**src/rtl/imm_gen_pipe.sv**
```systemverilog
// RISC-V immediate generator behind a 2-entry skid buffer.
// Decodes each accepted instruction word into its extended immediate plus format code.
module imm_gen_pipe #(
  parameter int unsigned XLEN = 32,
  parameter int unsigned TAGW = 5,
  parameter int unsigned CNTW = 8
) (
  input  logic            clk,
  input  logic            rst_n,
  input  logic            flush,
  input  logic            cnt_clr,
  input  logic            in_valid,
  output logic            in_ready,
  input  logic [31:0]     in_instr,
  input  logic [TAGW-1:0] in_tag,
  output logic            out_valid,
  input  logic            out_ready,
  output logic [XLEN-1:0] out_imm,
  output logic [2:0]      out_fmt,
  output logic [TAGW-1:0] out_tag,
  output logic            out_illegal,
  output logic [CNTW-1:0] illegal_cnt
);

  typedef enum logic [2:0] {
    FmtNone  = 3'd0,
    FmtI     = 3'd1,
    FmtS     = 3'd2,
    FmtB     = 3'd3,
    FmtU     = 3'd4,
    FmtJ     = 3'd5,
    FmtShamt = 3'd6
  } fmt_e;

  typedef struct packed {
    logic [XLEN-1:0] imm;
    logic [2:0]      fmt;
    logic [TAGW-1:0] tag;
    logic            illegal;
  } entry_t;

  localparam logic [6:0] OpLoad   = 7'b0000011;
  localparam logic [6:0] OpImm    = 7'b0010011;
  localparam logic [6:0] OpJalr   = 7'b1100111;
  localparam logic [6:0] OpSystem = 7'b1110011;
  localparam logic [6:0] OpStore  = 7'b0100011;
  localparam logic [6:0] OpBranch = 7'b1100011;
  localparam logic [6:0] OpLui    = 7'b0110111;
  localparam logic [6:0] OpAuipc  = 7'b0010111;
  localparam logic [6:0] OpJal    = 7'b1101111;
  localparam logic [6:0] OpImm32  = 7'b0011011;

  logic [6:0]  opcode;
  logic [2:0]  funct3;
  logic        shift_f3;
  logic        sign;
  fmt_e        dec_fmt;
  logic [63:0] dec_imm64;
  entry_t      dec_entry;

  assign opcode   = in_instr[6:0];
  assign funct3   = in_instr[14:12];
  assign shift_f3 = (funct3 == 3'b001) || (funct3 == 3'b101);
  assign sign     = in_instr[31];

  always_comb begin
    dec_fmt = FmtNone;
    case (opcode)
      OpLoad, OpJalr, OpSystem: dec_fmt = FmtI;
      OpImm:                    dec_fmt = shift_f3 ? FmtShamt : FmtI;
      OpImm32: begin
        // Word-sized ALU ops only exist on RV64.
        if (XLEN == 64) dec_fmt = shift_f3 ? FmtShamt : FmtI;
      end
      OpStore:                  dec_fmt = FmtS;
      OpBranch:                 dec_fmt = FmtB;
      OpLui, OpAuipc:           dec_fmt = FmtU;
      OpJal:                    dec_fmt = FmtJ;
      default:                  dec_fmt = FmtNone;
    endcase
  end

  // Built at 64 bits then truncated so one expression serves both XLEN settings.
  always_comb begin
    dec_imm64 = '0;
    case (dec_fmt)
      FmtI: dec_imm64 = {{52{sign}}, in_instr[31:20]};
      FmtS: dec_imm64 = {{52{sign}}, in_instr[31:25], in_instr[11:7]};
      FmtB: dec_imm64 = {{52{sign}}, in_instr[7], in_instr[30:25], in_instr[11:8], 1'b0};
      FmtU: dec_imm64 = {{32{sign}}, in_instr[31:12], 12'b0};
      FmtJ: dec_imm64 = {{44{sign}}, in_instr[19:12], in_instr[20], in_instr[30:21], 1'b0};
      FmtShamt: begin
        if ((XLEN == 64) && (opcode == OpImm)) dec_imm64 = {58'b0, in_instr[25:20]};
        else                                   dec_imm64 = {59'b0, in_instr[24:20]};
      end
      default: dec_imm64 = '0;
    endcase
  end

  logic unused_imm_hi;
  assign unused_imm_hi = ^dec_imm64;

  always_comb begin
    dec_entry         = '0;
    dec_entry.imm     = dec_imm64[XLEN-1:0];
    dec_entry.fmt     = dec_fmt;
    dec_entry.tag     = in_tag;
    dec_entry.illegal = (dec_fmt == FmtNone);
  end

  // Skid buffer: out_q feeds the consumer, skid_q catches the one beat in flight on a stall.
  entry_t          out_q, out_d, skid_q, skid_d;
  logic            out_valid_q, out_valid_d;
  logic            skid_valid_q, skid_valid_d;
  logic            in_ready_q, in_ready_d;
  logic [CNTW-1:0] cnt_q, cnt_d;
  logic            accept, pop, cnt_inc;

  assign accept  = in_valid && in_ready_q;
  assign pop     = out_valid_q && out_ready;
  assign cnt_inc = accept && dec_entry.illegal && !flush;

  always_comb begin
    out_d        = out_q;
    skid_d       = skid_q;
    out_valid_d  = out_valid_q;
    skid_valid_d = skid_valid_q;
    if (flush) begin
      out_valid_d  = 1'b0;
      skid_valid_d = 1'b0;
    end else if (!out_valid_q || pop) begin
      if (skid_valid_q) begin
        out_d        = skid_q;
        out_valid_d  = 1'b1;
        skid_valid_d = 1'b0;
      end else if (accept) begin
        out_d       = dec_entry;
        out_valid_d = 1'b1;
      end else begin
        out_valid_d = 1'b0;
      end
    end else if (accept) begin
      skid_d       = dec_entry;
      skid_valid_d = 1'b1;
    end
    in_ready_d = !skid_valid_d;
  end

  always_comb begin
    cnt_d = cnt_q;
    if (cnt_clr) begin
      cnt_d = cnt_inc ? CNTW'(1) : '0;
    end else if (cnt_inc && !(&cnt_q)) begin
      cnt_d = cnt_q + CNTW'(1);
    end
  end

  always_ff @(posedge clk or negedge rst_n) begin
    if (!rst_n) begin
      out_q        <= '0;
      skid_q       <= '0;
      out_valid_q  <= 1'b0;
      skid_valid_q <= 1'b0;
      in_ready_q   <= 1'b0;
      cnt_q        <= '0;
    end else begin
      out_q        <= out_d;
      skid_q       <= skid_d;
      out_valid_q  <= out_valid_d;
      skid_valid_q <= skid_valid_d;
      in_ready_q   <= in_ready_d;
      cnt_q        <= cnt_d;
    end
  end

  assign in_ready    = in_ready_q;
  assign out_valid   = out_valid_q;
  assign out_imm     = out_q.imm;
  assign out_fmt     = out_q.fmt;
  assign out_tag     = out_q.tag;
  assign out_illegal = out_q.illegal;
  assign illegal_cnt = cnt_q;

endmodule

```
**config.mk**
```make
export PLATFORM = sky130hd
export DESIGN_NAME = imm_gen_pipe
export DESIGN_NICKNAME = d
export VERILOG_FILES = /design/src/rtl/imm_gen_pipe.sv
export SDC_FILE = /design/constraint.sdc
export NUM_CORES = 1
export LEC_CHECK = 0
export CAP_MARGIN = 20
export CORE_MARGIN = 1
export CORE_UTILIZATION = 47
export CTS_CLUSTER_SIZE = 24
export DETAILED_ROUTE_END_ITERATION = 12
export GPL_TIMING_DRIVEN = 1
export PLACE_DENSITY = 0.83
export SETUP_SLACK_MARGIN = 0.02
export SYNTH_ARGS = -nofsm -noshare
export SYNTH_HDL_FRONTEND = slang
export SYNTH_SLANG_ARGS = --single-unit
```
**constraint.sdc**
```tcl
create_clock -name clk -period 1.8 [get_ports clk]
set_clock_uncertainty 0.1 [all_clocks]
set_input_delay 0.27 -clock clk [delete_from_list [all_inputs] [get_ports clk]]
set_output_delay 0.27 -clock clk [all_outputs]
set_load 0.005 [all_outputs]
```
==> impl_metrics.json, run 1 <==
{
  "synth_top_cells_by_area": "dfrtp_1, nand2_1, o21ai_0",
  "layout_commonest_cell": "dfrtp_1",
  "crit_family": "compound AO/OA/AOI/OAI gates",
  "cp_slowest_stage_delay_ns": 0.43,
  "start_util_pct": 49.2,
  "final_cell_mix": "dfrtp_1, clkdlybuf4s50_1, buf_4",
  "overflow": 0,
  "critPathMaxFanout": 4,
  "synth_warnings": 0,
  "area_delta_synth_final_pct": 45.6,
  "maxSlewViolCount": 0,
  "firstDrtPassIters": 4,
  "drive_above_1_share_pct": 26.3,
  "max_clock_freq_mhz": 555,
  "p_leak_nw": 2.83,
  "routed_wl_um": 13400,
  "std_cell_rows": 35,
  "ys_ff_latch": 93,
  "hold_path_class": "in2reg",
  "io_pins": 94,
  "cts_tree": "built",
  "avgRoutedWirePerCell_um": 17.7,
  "core_area_sq_mm": 0.00942,
  "p_per_area_mw_per_mm2": 771,
  "place_congestion": 0.883,
  "n_antenna_cell": 0,
  "clk_pin_slew_ns": 0.09,
  "hold_viol": 0,
  "fin_nets": 670,
  "critPathKind": "reg2reg",
  "seqPwrFrac_pct": 49.6,
  "clk_latency_ns": 0.36,
  "h-tree-depth": 3,
  "p_sw_mw": 1.44,
  "slowest_stage": "dfrtp_1",
  "antenna_left": 0,
  "cts_num_sinks": 93,
  "pwr-share-comb_pct": 22.7,
  "grt_pass1_vias": 4524,
  "fp.dieW_um": 101,
  "crit_arrival_ns": 1.96,
  "initialDrtViolationCount": 228,
  "outcome": "finished with violations",
  "grt.total_usage_pct": 26.5,
  "synth_cells": 483,
  "end_kind": "register",
  "yosys.area.top_type": "dfrtp_1",
  "post_dp_cell_area_sq_mm": 0.00617,
  "cp-start-kind": "register",
  "syn_area_sq_mm": 0.00463,
  "cap_violations": 0,
  "setup_viol": 1,
  "p_total_mw": 5.20,
  "synth_cell_types": 57,
  "syn_nets": 527,
  "worst_pin_slew_ns": 0.460,
  "viasPerCell": 5.79,
  "path_cells": "a21oi_2, buf_4, nor3_4, buf_6, and3_1, a221o_1, a31o_2",
  "peakVddDrop_mv": 0.498,
  "drc": 0,
  "synth_edf_count": 0,
  "worst_slack_ns": -0.00311,
  "cts_made_buffers": 9,
  "timing.hold.ws_ns": 0.133,
  "synth_top_area_share_pct": 50.2,
  "port_buffers": 93,
  "finalCritPeriodShare_pct": 100,
  "antenna_found_initial": 0,
  "grt_max_degree": 41,
  "fin_area_sq_mm": 0.00675,
  "ys_seq_area_share_pct": 50.2,
  "relSlewSlack_pct": 68.9,
  "die_area_sq_mm": 0.0103,
  "crit_buf_inv": 2,
  "grt_pass1_wl_um": 21100,
  "layout_min_cycle_time_ns": 1.80,
  "dp_hpwl_um": 9000,
  "p_int_mw": 3.76,
  "clockRootBuffer": "clkbuf_8",
  "ys_async_sr_fraction_pct": 100,
  "setup_tns_ns": -0.00311,
  "syn_area_per_cell_sq_um": 9.59,
  "violations": "setup timing",
  "switching_share_pct": 27.7,
  "rsz0062_at_grt": "true",
  "vias": 4404,
  "place_ws_ns": -0.695,
  "clock_path_buffers": 2,
  "die_h_um": 101,
  "ys.flop_type": "dfrtp_1",
  "clkPwrFrac_pct": 27.7,
  "cp.required_ns": 1.95
}
-- routing by layer --
metal | up-vias | track usage [%] | share of wire [%]
met3 | 37 | 4.69 | 5.9
met4 | 0 | 11.6 | 2.6
li1 | 2049 | - | -
met2 | 176 | 44.8 | 50
met1 | 2142 | 33.6 | 41
met5 | - | 0 | 0
-- worst min-delay path, stage by stage --
cell and delay [ns]:
dlymetal6s2s_1 0.15, nand2_1 0.08, a211oi_2 0.06
-- layout make-up --
cell class              instances  area, sq um
multi-input cells             345         2380
well taps                     129          161
repair buffers                172         1650
flip-flops and latches         93         2330
fillers                       665         2670
clock inverters                 6         70.1
clock buffers                  10          138
inverters                       5         18.8
-- Yosys cell counts, types with 3 or more instances --
cell type / n
o21ai_0: 38
inv_1: 5
nand2_1: 60
and2_1: 8
dfrtp_1: 93
o31ai_1: 7
a221oi_1: 4
a21oi_1: 22
a211oi_1: 8
nand3b_1: 19
and3_1: 15
nand2b_1: 4
nor3b_1: 9
a221o_1: 4
or3_1: 6
o22a_1: 8
a31o_2: 4
a31oi_1: 25
or4_1: 6
clkbuf_1: 27
nand3_1: 13
nor2_1: 33
nor2b_1: 3
a22o_1: 6
buf_2: 9
mux2i_1: 7
nor3_1: 3
-- metrics by stage --
step	util [%]	instances
floorplan	-	483
global placement	65.5	731
detailed placement	65.5	731
CTS	69.5	756
global route	71.6	760
finish	71.6	760
-- logic make-up (layout without fill, tap and decap cells) --
kind of cell,after synthesis,in the layout,share of synthesized area (%)
adders and majority gates,1,1,0.270
AOI/OAI and AO/OA,139,139,20.2
buffers and inverters,45,193,4.29
xor gates and xnor gates,2,2,0.378
DFF,93,93,50.2
muxes,9,9,2.00
and+or+nand+nor,194,194,22.7
-- power groups by stage --
stage | Combinational, mW | Sequential, mW | Clock, mW
5_1_grt | 1.30 | 2.61 | 1.54
4_1_cts | 1.13 | 2.57 | 1.46
2_1_floorplan | 0.478 | 2.58 | 0
6_report | 1.18 | 2.58 | 1.44
3_5_place_dp | 1.09 | 2.61 | 0
3_3_place_gp | 1.04 | 2.59 | 0
-- repair_timing --
| item | 4_1_cts | 5_1_grt |
|---|---|---|
| endpoints found under the setup margin | 84 | 70 |
| resized for setup | 39 | 49 |
| hold endpoints to repair | 29 | 0 |
| hold buffers | 1 | 0 |
| pin swaps | 10 | 22 |
| setup buffers | 8 | 4 |
-- sequential cells by signal, indices dropped and copies added, names as in the netlist --
name / flops
skid_q: 41
out_imm: 32
illegal_cnt: 8
out_tag: 5
out_fmt: 3
in_ready: 1
out_illegal: 1
out_valid: 1
skid_valid_q: 1
-- worst paths after layout --
check,start,endpoint,slack [ns],cells past startpoint
min in group asynchronous,rst_n,out_imm[19],0.29,2
worst min register to register,skid_q[7],skid_q[7],0.38,2
worst max-delay path,in_ready,out_imm[1],-0.003,7
worst min-delay path,in_instr[12],out_imm[12],0.13,3
worst max register to register,in_ready,out_imm[1],-0.003,7
max in group asynchronous,rst_n,out_imm[30],0.79,3
Power figures use the tool's default switching activity.
==> inputs of run 2 (changes only) <==
--- a/config.mk
+++ b/config.mk
@@ -5,13 +5,16 @@
 export SDC_FILE = /design/constraint.sdc
 export NUM_CORES = 1
 export LEC_CHECK = 0
+export ABC_AREA = 1
 export CAP_MARGIN = 20
-export CORE_MARGIN = 1
-export CORE_UTILIZATION = 47
+export CELL_PAD_IN_SITES_DETAIL_PLACEMENT = 1
+export CELL_PAD_IN_SITES_GLOBAL_PLACEMENT = 1
+export CORE_MARGIN = 8
+export CORE_UTILIZATION = 35
 export CTS_CLUSTER_SIZE = 24
 export DETAILED_ROUTE_END_ITERATION = 12
 export GPL_TIMING_DRIVEN = 1
-export PLACE_DENSITY = 0.83
+export PLACE_DENSITY = 0.84
 export SETUP_SLACK_MARGIN = 0.02
 export SYNTH_ARGS = -nofsm -noshare
 export SYNTH_HDL_FRONTEND = slang
==> impl_metrics.json, run 2 <==
{
  "clk_latency_ns": 0.35,
  "end_kind": "output pin",
  "start_util_pct": 35.6,
  "yosys.area.top_type": "dfrtp_1",
  "grt_pass1_wl_um": 28500,
  "cp-start-kind": "register",
  "grt_pass1_vias": 5653,
  "r2r_slack_ns": 0.08,
  "crit_cells": 2,
  "io_pins": 94,
  "p_per_area_mw_per_mm2": 722,
  "path_cells": "buf_6, clkdlybuf4s50_1",
  "final_cell_mix": "nand2_1, nor2_1, dfrtp_1",
  "crit_buf_inv": 2,
  "cts_made_buffers": 9,
  "maxSlewViolCount": 0,
  "crit_family": "buffers and inverters",
  "ys.flop_type": "dfrtp_1",
  "place_congestion": 0.817,
  "setup_viol": 0,
  "rr_worst_depth": 7,
  "ys_seq_area_share_pct": 43.2,
  "std_cell_rows": 45,
  "fp.dieW_um": 140,
  "die_h_um": 140,
  "initialDrtViolationCount": 249,
  "core_area_sq_mm": 0.0151,
  "firstDrtPassIters": 4,
  "syn_nets": 799,
  "rsz0062_at_grt": "true",
  "area_delta_synth_final_pct": 36.1,
  "synth_cell_types": 34,
  "fin_nets": 922,
  "synth_top_cells_by_area": "dfrtp_1, nand2_1, nand3_1",
  "slowest_stage": "clkdlybuf4s50_1",
  "synth.top_cells.by_count": "nand2_1, dfrtp_1, nor2_1",
  "avgRoutedWirePerCell_um": 16.3,
  "vias": 5428,
  "die_area_sq_mm": 0.0196,
  "hold_path_class": "in2async",
  "synth_top_area_share_pct": 43.2,
  "finalCritPeriodShare_pct": 98.6,
  "clockRootBuffer": "clkbuf_16",
  "layout_commonest_cell": "nand2_1",
  "syn_area_per_cell_sq_um": 7.14,
  "syn_area_sq_mm": 0.00539,
  "antenna_found_initial": 1,
  "final_cells": 1072,
  "grt_max_degree": 65,
  "viasPerCell": 5.06,
  "place_inst": 1043,
  "synth_most_common_cell": "nand2_1",
  "synth_edf_count": 0,
  "dp_hpwl_um": 12000,
  "cts_tree": "built",
  "outcome": "finished, final reports clean",
  "ys_ff_latch": 93,
  "critPathMaxFanout": 3,
  "worst_pin_slew_ns": 0.466,
  "largest_reg_flops": 41,
  "h-tree-depth": 3,
  "cap_violations": 0,
  "crit_arrival_ns": 1.40,
  "overflow": 0,
  "cp_slowest_stage_delay_ns": 0.49,
  "p_total_mw": 5.30,
  "cp.required_ns": 1.43,
  "port_buffers": 93,
  "r2r_start": "illegal_cnt[1]",
  "p_leak_nw": 4.07,
  "peakVddDrop_mv": 0.500,
  "setup_tns_ns": 0,
  "clock_path_buffers": 2,
  "timing.hold.ws_ns": 0.299,
  "antenna_left": 0,
  "hold_viol": 0,
  "synth_warnings": 0,
  "cts_num_sinks": 93,
  "grt.total_usage_pct": 17.9,
  "synth_cells": 755,
  "max_clock_freq_mhz": 563,
  "drc": 0,
  "drive_above_1_share_pct": 14.9,
  "r2r-end": "illegal_cnt[0]",
  "routed_wl_um": 17500,
  "relSlewSlack_pct": 68.9,
  "layout_min_cycle_time_ns": 1.77,
  "clk_pin_slew_ns": 0.07,
  "ys_async_sr_fraction_pct": 100,
  "critPathKind": "reg2out",
  "largest_register": "skid_q"
}
-- run 2: kinds of logic after synthesis --
kind of cell    share of synthesized area (%)
xor+xnor                                0.812
compound gates                           6.38
simple gates                             40.4
flops                                    43.2
buf+inv                                  8.98
fa+ha+maj                               0.232
-- run 2: power breakdown --
group	switching [mW]	internal, mW
Sequential	0.124	2.34
Combinational	0.502	0.490
Clock	0.835	1.01
Total	1.46	3.84
-- run 2: through the flow --
| stage | area (sq um) | utilization, % | worst slack (ns) |
|---|---|---|---|
| after global routing | 7340 | 48.5 | -0.0123 |
| after global placement | 6840 | 45.1 | -0.267 |
| after floorplan | 5390 | - | 0.217 |
| final | 7340 | 48.5 | 0.0251 |
| after CTS | 7190 | 47.5 | 0.0292 |
| after detailed placement | 6840 | 45.1 | -0.349 |
-- run 2: what timing repair did --
action | 4_1_cts | 5_1_grt
hold buffers | 1 | 0
pin swaps | 3 | 9
endpoints found under the hold margin | 23 | 0
buffers inserted | 6 | 4
resized for setup | 0 | 25
gates cloned | 0 | 1
endpoints found under the setup margin | 4 | 69
-- run 2: per-layer routing --
metal  up-vias  track usage, %  share of wire, %
li1       2651               -                 -
met1      2658            21.5                43
met2        96            30.4                50
met3        23            5.54               5.7
met4         0            5.20               1.7
met5         -               0                 0
-- run 2: worst max path at each step --
stage                         startpoint        endpoint  slack (ns)
final                     illegal_cnt[1]  illegal_cnt[1]        0.03
after global routing      illegal_cnt[1]  illegal_cnt[1]       -0.01
after CTS                    in_instr[6]     out_imm[10]        0.03
after detailed placement     in_instr[6]     out_imm[10]       -0.35
after global placement       in_instr[6]     out_imm[14]       -0.27
after floorplan           illegal_cnt[0]  illegal_cnt[2]        0.22
-- run 2: area by class of cell --
cell class                 count  area [sq um]
timing repair buffer         153          1590
clock buffer                  11           253
inverter                      66           250
clock inverter                 5          35.0
tap                          188           235
antenna                        1          2.50
multi-input combinational    555          2640
sequential                    93          2330
fill                        1883          7810
-- run 2: worst register-to-register path, cell delays in order, from the launching register on --
cell and delay (ns):
dfrtp_1 0.44, ha_4 0.18, nand2_1 0.07, nor3b_2 0.23, nand3_2 0.15, buf_6 0.16
o211ai_1 0.20, nand2_1 0.09
